**config.mk**
```make
export PLATFORM = sky130hd
export DESIGN_NAME = key_event_classifier
export DESIGN_NICKNAME = d
export VERILOG_FILES = /design/src/rtl/dice_pkg.sv /design/src/rtl/key_edge_det.sv /design/src/rtl/key_event_classifier.sv
export SDC_FILE = /design/constraint.sdc
export NUM_CORES = 1
export LEC_CHECK = 0
export BUFFER_PORTS_ARGS = -buffer_cell sky130_fd_sc_hd__buf_2
export CAP_MARGIN = 20
export CORE_ASPECT_RATIO = 1.5
export CORE_UTILIZATION = 60
export CTS_BUF_LIST = sky130_fd_sc_hd__clkbuf_4
export CTS_CLUSTER_DIAMETER = 150
export DETAILED_ROUTE_END_ITERATION = 16
export MAX_ROUTING_LAYER = met4
export PLACE_DENSITY_LB_ADDON = 0.3
export SLEW_MARGIN = 15
export SYNTH_ARGS = -nofsm -noshare
export SYNTH_HDL_FRONTEND = slang
export SYNTH_SLANG_ARGS = --single-unit
```
**constraint.sdc**
```tcl
create_clock -name clk -period 3.9 [get_ports clk]
set_input_delay 1.17 -clock clk [delete_from_list [all_inputs] [get_ports clk]]
set_output_delay 1.17 -clock clk [all_outputs]
set_load 0.01 [all_outputs]
```
**src/rtl/dice_pkg.sv**
```systemverilog
// Types and default constants shared by the dice design's button-handling blocks.
package dice_pkg;

    typedef enum logic [2:0] {
        IDLE   = 3'd0,
        PRESS1 = 3'd1,
        GAP    = 3'd2,
        PRESS2 = 3'd3,
        LONG   = 3'd4
    } kc_state_t;

    localparam int KC_LONG_CYC = 1000;
    localparam int KC_GAP_CYC  = 300;
    localparam int KC_CNT_W    = 16;

endpackage

```
**src/rtl/key_edge_det.sv**
```systemverilog
// Registers a synchronous level and produces single-cycle rise/fall indications.
module key_edge_det (
    input  logic clk,
    input  logic rst_n,
    input  logic d,
    output logic rise,
    output logic fall,
    output logic d_q
);

    logic r_d;

    always_ff @(posedge clk or negedge rst_n) begin
        if (!rst_n) begin
            r_d <= 1'b0;
        end else begin
            r_d <= d;
        end
    end

    assign rise = d & ~r_d;
    assign fall = ~d & r_d;
    assign d_q  = r_d;

endmodule

```
**src/rtl/key_event_classifier.sv**
```systemverilog
// Turns the debounced button level into press / single / double / long-press event pulses.
//
//   state  | meaning
//   IDLE   | no gesture in progress
//   PRESS1 | first press held, counting towards long press
//   GAP    | first press released, waiting for a second press
//   PRESS2 | second press of a double click held
//   LONG   | long press declared, waiting for release
module key_event_classifier
    import dice_pkg::*;
#(
    parameter int LONG_CYC = KC_LONG_CYC,
    parameter int GAP_CYC  = KC_GAP_CYC,
    parameter int CNT_W    = KC_CNT_W
) (
    input  logic clk,
    input  logic rst_n,
    input  logic stop,
    input  logic btn_db,
    output logic press_pulse,
    output logic single_click,
    output logic double_click,
    output logic long_press,
    output logic busy
);

    if (((64'd1 << CNT_W) <= 64'(LONG_CYC)) || ((64'd1 << CNT_W) <= 64'(GAP_CYC))) begin : g_cnt_w_chk
        $error("key_event_classifier: CNT_W too narrow for LONG_CYC/GAP_CYC");
    end

    localparam logic [CNT_W-1:0] LONG_LAST = CNT_W'(LONG_CYC - 1);
    localparam logic [CNT_W-1:0] GAP_LAST  = CNT_W'(GAP_CYC - 1);

    logic w_rise;
    logic w_fall;
    logic w_btn_d;
    logic w_held;

    kc_state_t        r_state;
    logic [CNT_W-1:0] r_cnt;
    logic             r_live;
    logic             r_press;
    logic             r_single;
    logic             r_double;
    logic             r_long;
    logic             r_busy;

    key_edge_det u_edge (
        .clk   (clk),
        .rst_n (rst_n),
        .d     (btn_db),
        .rise  (w_rise),
        .fall  (w_fall),
        .d_q   (w_btn_d)
    );

    assign w_held = btn_db & w_btn_d;

    // r_live masks the first edge after reset so a button held through reset
    // release only loads the edge detector instead of looking like a new press.
    always_ff @(posedge clk or negedge rst_n) begin
        if (!rst_n) begin
            r_state  <= IDLE;
            r_cnt    <= '0;
            r_live   <= 1'b0;
            r_press  <= 1'b0;
            r_single <= 1'b0;
            r_double <= 1'b0;
            r_long   <= 1'b0;
            r_busy   <= 1'b0;
        end else begin
            r_press  <= 1'b0;
            r_single <= 1'b0;
            r_double <= 1'b0;
            r_long   <= 1'b0;
            if (!r_live) begin
                r_live <= 1'b1;
            end else if (stop) begin
                r_state <= IDLE;
                r_cnt   <= '0;
                r_busy  <= 1'b0;
            end else begin
                r_press <= w_rise;
                case (r_state)
                    IDLE: begin
                        if (w_rise) begin
                            r_state <= PRESS1;
                            r_cnt   <= '0;
                            r_busy  <= 1'b1;
                        end
                    end
                    PRESS1: begin
                        if (w_fall) begin
                            r_state <= GAP;
                            r_cnt   <= '0;
                        end else if (w_held && (r_cnt == LONG_LAST)) begin
                            r_state <= LONG;
                            r_long  <= 1'b1;
                        end else if (w_held) begin
                            r_cnt <= r_cnt + 1'b1;
                        end
                    end
                    GAP: begin
                        if (w_rise) begin
                            r_state  <= PRESS2;
                            r_cnt    <= '0;
                            r_double <= 1'b1;
                        end else if (r_cnt == GAP_LAST) begin
                            r_state  <= IDLE;
                            r_cnt    <= '0;
                            r_single <= 1'b1;
                            r_busy   <= 1'b0;
                        end else begin
                            r_cnt <= r_cnt + 1'b1;
                        end
                    end
                    PRESS2, LONG: begin
                        if (w_fall) begin
                            r_state <= IDLE;
                            r_cnt   <= '0;
                            r_busy  <= 1'b0;
                        end
                    end
                    default: begin
                        r_state <= IDLE;
                        r_cnt   <= '0;
                        r_busy  <= 1'b0;
                    end
                endcase
            end
        end
    end

    assign press_pulse  = r_press;
    assign single_click = r_single;
    assign double_click = r_double;
    assign long_press   = r_long;
    assign busy         = r_busy;

endmodule
```
==> results.sh <==
export IMPL_status="complete, no violations"
export IMPL_cts_root_buffer="clkbuf_4"
export IMPL_clock_sinks=26
export IMPL_leakagePower_nw=0.701
export IMPL_post_cts_buffers=0
export IMPL_ys_ff_latch=26
export IMPL_synth_top_family_by_area="simple AND/OR/NAND/NOR gates"
export IMPL_slew_violations=0
export IMPL_finalSetupViolCount=0
export IMPL_hold_buffers=0
export IMPL_synth_fp_nets=156
export IMPL_final_hold_viol_count=0
export IMPL_finalCriticalPeriod_ps=2870
export IMPL_cts_buffer_depth=2
export IMPL_syn_cell_area_sq_um=1470
export IMPL_yosysWarnings=0
export IMPL_vias=1228
export IMPL_ios=9
export IMPL_maxSlewHeadroom=0.447
export IMPL_power_mw=0.520
export IMPL_core_sq_um=2290
export IMPL_antenna_found_initial=0
export IMPL_fin_crit_sh=0.736
export IMPL_drive_gt1_frac=0.145
export IMPL_tns_ps=0
export IMPL_synthFlopType="dfrtp_1"
export IMPL_fmax_mhz=348
export IMPL_portBuffers=8
export IMPL_grt_max_degree=27
export IMPL_critPathLaunchType="flop"
export IMPL_netlist_area_leader_share=0.443
export IMPL_worst_pin_slew_ps=822
export IMPL_gp_congestion=0.882
export IMPL_seq_area_frac_synth=0.443
export IMPL_finClkSkew_ps=4.86
export IMPL_drc=0
export IMPL_row_count=21
export IMPL_crit_path_max_incr_delay_ps=590
export IMPL_grt_setup_unrepaired="false"
export IMPL_grt_pass1_vias=1164
export IMPL_drv_cap=0
export IMPL_die_area_sq_um=2660
export IMPL_routedWlPerCell_microns=17.1
export IMPL_grt_use_total=0.262
export IMPL_num_nets_final=165
export IMPL_dr_pass1_iters=4
export IMPL_critical_path_top_delay_family="compound AO/OA/AOI/OAI gates"
export IMPL_cp_cell_sequence="ha_1, or4bb_1, or4_4, a21boi_1, o21ai_0, a22o_1"
export IMPL_critPathRequiredTime_ps=4130
export IMPL_final_antenna_net_count=0
export IMPL_grt_overflow_total=0
export IMPL_ir_drop_uv=298
export IMPL_num_antenna_cells=0
export IMPL_worstPathArrival_ps=3100
export IMPL_critical_path_class="reg -> reg"
export IMPL_synth_area_leaders="dfrtp_1, a22o_1, o21ai_0, nor2b_1, nand3_1"
export IMPL_crit_fanout=11
export IMPL_clkLatencyLatePin_ps=330
export IMPL_synthAdderAreaFrac=0.00851
export IMPL_path_buf_inv=0
export IMPL_power_density_nw_per_um2=332
export IMPL_synth_mux_area_frac=0.0145
export IMPL_cts_tree="yes"
export IMPL_grt_pass1_wl_microns=5210
export IMPL_dpl_hpwl_microns=2280
export IMPL_cts_resized=0
export IMPL_initial_utilization=0.643
export IMPL_synth_xor_area_frac=0
export IMPL_yosys_area_share_simple=0.297
export IMPL_synth_compound_area_frac=0.196
export IMPL_dieWidth_microns=42.4
export IMPL_cp_end_kind="flop"
export IMPL_area_delta_synth_final_pct=6.72
export IMPL_synth_cells=151
export IMPL_cpMaxStageDelayCell="a21boi_1"
export IMPL_synth_cell_types=45
export IMPL_yosysTopAreaCell="dfrtp_1"
export IMPL_dieHeight_microns=62.6
export IMPL_cts_made_buffers=3
export IMPL_clkTransAtPathRegs_ps=140
export IMPL_synth_avg_cell_area_sq_um=9.74
export IMPL_drtIter0Drc=33
export IMPL_min_path_type="reg -> reg"
export IMPL_htree_levels=1
export IMPL_viasPerCell=6.75
export IMPL_totalWireLength_microns=3110
export IMPL_synth_edf_count=0
export IMPL_ys_async_sr_fraction=1.00
kinds of logic (layout without fill, tap and decap cells):
family / Yosys count / in the layout
AOI/OAI and AO/OA: 39 / 39
adders and majority gates: 1 / 1
buffers and inverters: 11 / 19
DFF: 26 / 26
muxes: 2 / 2
other: 1 / 1
and+or+nand+nor: 71 / 71
final cells by class:
cell class	instances	area, sq um
clock buffer	3	22.5
clock inverter	1	30.0
fill	191	717
inverter	6	22.5
multi-input combinational	114	767
sequential	26	651
tap	23	28.8
timing repair buffer	9	47.5
Yosys cell counts, drive strengths merged, types with 3 or more instances:
library cell  count
dfrtp            26
o21ai            12
a22o             10
nand3             8
nor2              8
nor2b             7
and2              6
and3              6
inv               6
nor3              6
nand2             5
nor4              4
a21bo             3
a21boi            3
and4              3
buf               3
nand4             3
per-layer routing:
layer  part of all wire  global-route usage
met5                  0                   -
met4              0.034               0.160
met3              0.029              0.0173
met2               0.53               0.435
met1               0.41               0.302
per-stage QoR:
stage	hold WS, ps	cell area [sq um]	std cells	util	worst slack (ps)
floorplan	502	1470	151	-	1330
global placement	498	1520	178	0.663	920
detailed placement	524	1520	178	0.663	918
CTS	559	1570	182	0.686	1030
global route	578	1570	182	0.686	877
finish	549	1570	182	0.686	1030
power breakdown:
group	internal (mW)	switching (mW)	total, mW
registers	0.275	0.00676	0.282
clock network	0.104	0.0822	0.186
logic	0.0198	0.0322	0.0520
total	0.399	0.121	0.520
worst register-to-register path, stage by stage (launching register included):
cell	delay [ps]
dfrtp_1	420
ha_1	250
or4bb_1	500
or4_4	520
a21boi_1	590
o21ai_0	230
a22o_1	270
placed cells by master (no fill, tap or decap), types with 2 or more instances in the layout:
cell type and instances:
clkbuf_4 3, nand3b_1 2, nand2_1 5, and3_1 6
and2_1 5, nand2b_1 2, nand4_1 3, and4_1 3
nor2_1 8, o21ai_0 12, a31oi_1 2, a21bo_2 2
o2bb2ai_1 2, or3_1 2, nor2b_1 7, nand3_1 8
nor4_1 4, buf_2 8, a22o_1 10, a21boi_0 2
dfrtp_1 26, nor3_1 6, or3b_2 2, inv_1 6
registers in the layout (all words and copies together) (netlist names):
register and flops:
busy 1, double_click 1, long_press 1, press_pulse 1, r_cnt 16, r_live 1, r_state 3, single_click 1
u_edge.d_q 1
path summary, 6_finish.rpt:
check / startpoint / endpoint / slack (ps) / cells after the start
worst min register to register: busy$_DFFE_PN0P_ / busy$_DFFE_PN0P_ / 550 / 1
worst max register to register: r_cnt[0]$_DFFE_PN0P_ / r_cnt[11]$_DFFE_PN0P_ / 1030 / 6
min in group asynchronous: rst_n / press_pulse$_DFF_PN0_ / 820 / 1
worst min-delay path: busy$_DFFE_PN0P_ / busy$_DFFE_PN0P_ / 550 / 1
max in group asynchronous: rst_n / r_cnt[4]$_DFFE_PN0P_ / 2710 / 1
worst max-delay path: r_cnt[0]$_DFFE_PN0P_ / r_cnt[11]$_DFFE_PN0P_ / 1030 / 6
Power figures use the tool's default switching activity.
